--- config.mk ---
export PLATFORM = sky130hd
export DESIGN_NAME = vram_arbiter
export DESIGN_NICKNAME = d
export VERILOG_FILES = /design/src/rtl/vram_arbiter.sv
export SDC_FILE = /design/constraint.sdc
export NUM_CORES = 1
export LEC_CHECK = 0
export CAP_MARGIN = 20
export CORE_MARGIN = 2
export CORE_UTILIZATION = 45
export CTS_BUF_LIST = sky130_fd_sc_hd__clkbuf_4
export DETAILED_ROUTE_END_ITERATION = 10
export GPL_TIMING_DRIVEN = 1
export PLACE_DENSITY = 0.68
export SETUP_SLACK_MARGIN = 0.3
export SYNTH_ARGS = -nofsm -noshare
export SYNTH_HDL_FRONTEND = slang
export SYNTH_SLANG_ARGS = --single-unit
--- constraint.sdc ---
create_clock -name CLOCK -period 8.55 [get_ports CLOCK]
set_clock_uncertainty 0.2 [all_clocks]
set_input_delay 1.2825 -clock CLOCK [delete_from_list [all_inputs] [get_ports CLOCK]]
set_output_delay 1.2825 -clock CLOCK [all_outputs]
set_load 0.005 [all_outputs]
--- src/rtl/vram_arbiter.sv ---
// Frame-buffer RAM port arbiter: display fetch owns every visible cycle, and
// pixel-writer requests wait in a small FIFO that is drained during blanking.
module vram_arbiter #(
    parameter int unsigned H_VISIBLE  = 640,
    parameter int unsigned V_VISIBLE  = 480,
    parameter int unsigned ADDR_W     = 19,
    parameter int unsigned DATA_W     = 8,
    parameter int unsigned FIFO_DEPTH = 4
) (
    input  logic              CLOCK,
    input  logic              RESET,
    input  logic [9:0]        CURRENT_PIXEL,
    input  logic [9:0]        CURRENT_LINE,
    input  logic              WR_REQ,
    input  logic [ADDR_W-1:0] WR_ADDR,
    input  logic [DATA_W-1:0] WR_DATA,
    output logic              WR_READY,
    output logic              WR_DROP,
    output logic [ADDR_W-1:0] MEM_ADDR,
    output logic [DATA_W-1:0] MEM_WDATA,
    output logic              MEM_WE,
    input  logic [DATA_W-1:0] MEM_RDATA,
    output logic [DATA_W-1:0] PIX_DATA,
    output logic              PIX_VALID
);

    localparam int unsigned PTR_W   = (FIFO_DEPTH > 1) ? $clog2(FIFO_DEPTH) : 1;
    localparam int unsigned CNT_W   = PTR_W + 1;
    localparam int unsigned FB_SIZE = H_VISIBLE * V_VISIBLE;
    localparam logic [CNT_W-1:0] FULL_CNT = CNT_W'(FIFO_DEPTH);

    typedef enum logic [1:0] {
        ST_IDLE    = 2'd0,
        ST_DRAIN   = 2'd1,
        ST_DISPLAY = 2'd2
    } state_t;

    state_t             state_q, state_d;
    logic [PTR_W-1:0]   wr_ptr_q, wr_ptr_d;
    logic [PTR_W-1:0]   rd_ptr_q, rd_ptr_d;
    logic [CNT_W-1:0]   count_q, count_d;
    logic [ADDR_W-1:0]  fifo_addr_q [FIFO_DEPTH];
    logic [DATA_W-1:0]  fifo_data_q [FIFO_DEPTH];

    logic [ADDR_W-1:0]  mem_addr_q, mem_addr_d;
    logic [DATA_W-1:0]  mem_wdata_q, mem_wdata_d;
    logic               mem_we_q, mem_we_d;
    logic               wr_drop_q, wr_drop_d;
    logic               vis_d1_q, vis_d1_d;
    logic               pix_valid_q, pix_valid_d;
    logic [DATA_W-1:0]  pix_data_q, pix_data_d;

    logic               visible_s;
    logic               full_s;
    logic               push_s;
    logic               pop_s;
    logic               head_in_range_s;
    logic [ADDR_W-1:0]  head_addr_s;
    logic [DATA_W-1:0]  head_data_s;
    logic [ADDR_W-1:0]  disp_addr_s;

    // Visibility, FIFO handshake and head-of-queue decode.
    always_comb begin
        visible_s       = (32'(CURRENT_PIXEL) < H_VISIBLE) && (32'(CURRENT_LINE) < V_VISIBLE);
        full_s          = (count_q == FULL_CNT);
        push_s          = WR_REQ && WR_READY;
        // Drain is armed one cycle behind the FIFO becoming non-empty, so a
        // stale DRAIN state with an empty FIFO must not pop.
        pop_s           = (state_q == ST_DRAIN) && !visible_s && (count_q != {CNT_W{1'b0}});
        head_addr_s     = fifo_addr_q[rd_ptr_q];
        head_data_s     = fifo_data_q[rd_ptr_q];
        head_in_range_s = (32'(head_addr_s) < FB_SIZE);
        disp_addr_s     = ADDR_W'(CURRENT_LINE) * ADDR_W'(H_VISIBLE) + ADDR_W'(CURRENT_PIXEL);
    end

    assign WR_READY = !full_s && !RESET;

    // Pointer and occupancy update.
    always_comb begin
        wr_ptr_d = push_s ? (wr_ptr_q + PTR_W'(1)) : wr_ptr_q;
        rd_ptr_d = pop_s  ? (rd_ptr_q + PTR_W'(1)) : rd_ptr_q;
        case ({push_s, pop_s})
            2'b10:   count_d = count_q + CNT_W'(1);
            2'b01:   count_d = count_q - CNT_W'(1);
            default: count_d = count_q;
        endcase
    end

    // Next state and registered RAM-port / pixel-pipeline values.
    always_comb begin
        state_d     = ST_IDLE;
        mem_addr_d  = mem_addr_q;
        mem_wdata_d = mem_wdata_q;
        mem_we_d    = 1'b0;
        wr_drop_d   = 1'b0;
        vis_d1_d    = visible_s;
        pix_valid_d = vis_d1_q;
        pix_data_d  = vis_d1_q ? MEM_RDATA : {DATA_W{1'b0}};

        if (visible_s) begin
            state_d = ST_DISPLAY;
        end else if (count_q != {CNT_W{1'b0}}) begin
            state_d = ST_DRAIN;
        end else begin
            state_d = ST_IDLE;
        end

        if (visible_s) begin
            mem_addr_d = disp_addr_s;
        end else if (pop_s) begin
            if (head_in_range_s) begin
                mem_addr_d  = head_addr_s;
                mem_wdata_d = head_data_s;
                mem_we_d    = 1'b1;
            end else begin
                wr_drop_d   = 1'b1;
            end
        end else begin
            mem_we_d = 1'b0;
        end
    end

    // Control and output registers with synchronous reset.
    always_ff @(posedge CLOCK) begin
        if (RESET) begin
            state_q     <= ST_IDLE;
            wr_ptr_q    <= {PTR_W{1'b0}};
            rd_ptr_q    <= {PTR_W{1'b0}};
            count_q     <= {CNT_W{1'b0}};
            mem_addr_q  <= {ADDR_W{1'b0}};
            mem_wdata_q <= {DATA_W{1'b0}};
            mem_we_q    <= 1'b0;
            wr_drop_q   <= 1'b0;
            vis_d1_q    <= 1'b0;
            pix_valid_q <= 1'b0;
            pix_data_q  <= {DATA_W{1'b0}};
        end else begin
            state_q     <= state_d;
            wr_ptr_q    <= wr_ptr_d;
            rd_ptr_q    <= rd_ptr_d;
            count_q     <= count_d;
            mem_addr_q  <= mem_addr_d;
            mem_wdata_q <= mem_wdata_d;
            mem_we_q    <= mem_we_d;
            wr_drop_q   <= wr_drop_d;
            vis_d1_q    <= vis_d1_d;
            pix_valid_q <= pix_valid_d;
            pix_data_q  <= pix_data_d;
        end
    end

    // FIFO storage; contents are don't-care while count is zero.
    always_ff @(posedge CLOCK) begin
        if (push_s) begin
            fifo_addr_q[wr_ptr_q] <= WR_ADDR;
            fifo_data_q[wr_ptr_q] <= WR_DATA;
        end
    end

    assign MEM_ADDR  = mem_addr_q;
    assign MEM_WDATA = mem_wdata_q;
    assign MEM_WE    = mem_we_q;
    assign WR_DROP   = wr_drop_q;
    assign PIX_DATA  = pix_data_q;
    assign PIX_VALID = pix_valid_q;

endmodule

==> flow_summary.ini <==
[clock_network]
clock_latency_ns = 0.54
htreeDepth = 4
cts_root_buf = clkbuf_4
cts_buffers = 17
cts_resized = 0
clk_pin_slew_ns = 0.11
hold_buffers = 0
clockBufferDepth = 2
cts_tree = done
cts.sinks = 157
postCtsSetupRepairBufs = 0

[grt]
grt_use_total_pct = 17.12
grt_max_degree = 42
antenna_found_initial = 1
grt_pass1_wl_mm = 20.47
grt_pass1_vias = 4009
grt-ovfl-total = 0

[die]
core_area_um2 = 14370
dieArea_um2 = 15530
rows = 44
start_util_pct = 45.55
ios = 97
die_w_um = 124.6
die_h_um = 124.6

[yosys]
ys_types = 51
synth-simple-area-share_pct = 6.806
netlist_area_um2 = 6545
synth-xor-area-share_pct = 2.141
synthMuxAreaShare_pct = 9.501
yosysTopAreaCell = edfxtp_1
synth_cells = 434
synth_top_area_share_pct = 49.55
synth-edff-count = 108
syn_nets = 519
synth-compound-area-share_pct = 9.080
synth_ff_type = edfxtp_1
ys_async_sr_fraction_pct = 0
ys_top_cells_by_count = 108 x edfxtp_1, 49 x dfxtp_1, 37 x nand2_1, 36 x a21oi_1, 26 x mux4_2
synthAdderAreaFrac_pct = 5.506
avgSynthCellArea_um2 = 15.08
ys_ff_latch = 157
synth.area.top_cells = edfxtp_1 50%, dfxtp_1 15%, mux4_2 8.9%, ha_1 4.6%, a21oi_1 2.8%
yosysWarnings = 0
yosysSeqAreaShare_pct = 64.54
synth.most_common_cell = edfxtp_1
synth_top_family_by_area = multiplexers

[sta]
hold_viol_final = 0
grt_setup_unrepaired = no
slew_headroom_pct = 36.25
finalWorstSetupSlack_ns = 4.286
post-route-min-period_ns = 4.264
fin_tns_setup_ns = 0
setup-violations-final = 0
drv_slew = 0
period_share_pct = 49.87
fmax_mhz = 234.5
tightest_slew_ns = 0.9562

[placement]
place_ws_ns = 3.841
io_buffers = 96
routabilityCongestion = 0.8434
detailed_place_hpwl_mm = 8.353

[drt]
wl_met3_um = 617
viasPerCell = 5.315
num_vias = 3912
drc = 0
wl_per_cell_um = 17.37
drt-total-wl_mm = 12.79
wl_met2_mm = 6.358
drt_iter0_drc = 244
highest_layer = met4
antenna_left = 0
wl_met1_mm = 5.648
dr.pass1.iters = 4

[power]
peakVddDrop_mv = 0.07178
p_per_area_nw_per_um2 = 182.5
power_leakage_uw = 0.002706
power.total_uw = 1454

[critical_path]
critPathLaunchType = input port
startpoint = RESET
worstSetupPathType = input port to primary output
crit_arrival_ns = 2.78
cp.required_ns = 7.07
cp_slowest_stage_delay_ns = 0.59
crit_chain = buf_2, a31oi_1, clkdlybuf4s50_1
path_buf_inv = 2
crit_fanout = 41
slowest_stage = clkdlybuf4s50_1
path_delay_family = buffers and inverters
cp-end-kind = primary output

[hold_path]
hp-start = MEM_WDATA[3]$_SDFFE_PP0P_
hold_path.class = flop to flop

[finish]
drive_gt1_share_pct = 15.06
area_growth_pct = 21.75
finalNetCount = 623

[flow_run]
drv_cap = 0

[status]
status = completed
## worst reg2reg max path, cell delays in order (launching register included)
cell,delay (ns)
dfxtp_1,0.97
mux4_2,0.40
a21o_1,0.15
a211oi_2,0.11
o21ai_2,0.63
buf_4,0.34
nand2_1,0.09
a211oi_2,0.17
## cells in the final DEF (no fill, tap or decap), drive strengths merged, types with 8 or more instances in the layout
cell / synthesis / layout
mux4: 27 / 27
inv: 15 / 17
buf: 8 / 9
nor2: 18 / 18
xnor2: 8 / 8
edfxtp: 108 / 108
clkdlybuf4s50: 0 / 95
dfxtp: 49 / 49
clkbuf: 11 / 20
ha: 24 / 24
nand2: 37 / 37
and2: 10 / 10
a211oi: 9 / 9
xor2: 8 / 8
a221oi: 9 / 9
a21oi: 38 / 38
## where the power goes
| part | switching [µW] | total (µW) | internal (µW) |
|---|---|---|---|
| Combinational | 89.2 | 181 | 91.9 |
| Sequential | 10.8 | 849 | 838 |
| Clock | 243 | 424 | 181 |
| Total | 343 | 1450 | 1110 |
## routing by layer
metal,vias up,track usage [%]
li1,1874,-
met1,1906,21.28
met2,116,28.70
met3,16,5.026
met4,0,5.882
met5,-,0
## logic make-up (layout without fill, tap and decap cells)
family	count (synthesis)	count (layout)
other	0	1
xor gates and xnor gates	16	16
buffers and inverters	34	151
adders and majority gates	27	27
and+or+nand+nor	93	93
AOI/OAI and AO/OA	79	79
DFF	157	157
muxes	28	28
## area by class of cell
type,count,area (µm²)
Inverter,15,56.30
Sequential cell,157,4224
Antenna cell,1,2.502
Timing Repair Buffer,104,1023
Clock inverter,12,120.1
Clock buffer,20,150.1
Tap cell,184,230.2
Multi-Input combinational cell,243,2162
Fill cell,1177,6400
## metrics by stage
step                      util (%)  cells  instance area, µm²  hold slack [ns]
after floorplan                  -    434                6545           0.2527
after global placement       53.46    702                7681           0.2441
after detailed placement     53.46    702                7681           0.2487
after CTS                    55.34    734                7951           0.2664
after global routing         55.46    736                7969           0.2844
final                        55.46    736                7969           0.2616
## final timing paths
kind | endpoint | slack [ns] | depth (start not counted)
max | WR_READY | 4.29 | 3
min | MEM_WDATA[3]$_SDFFE_PP0P_ | 0.26 | 2
max reg2reg | MEM_ADDR[6]$_SDFFE_PP0P_ | 5.43 | 7
min reg2reg | MEM_WDATA[3]$_SDFFE_PP0P_ | 0.26 | 2
## registers in the layout (all words and copies together), names as in the netlist, named ones only
name,cells
MEM_ADDR,19
MEM_WDATA,8
MEM_WE,1
PIX_DATA,8
PIX_VALID,1
WR_DROP,1
count_q,3
fifo_addr_q,76
fifo_data_q,32
rd_ptr_q,2
state_q,2
wr_ptr_q,2
Power figures use the tool's default switching activity.
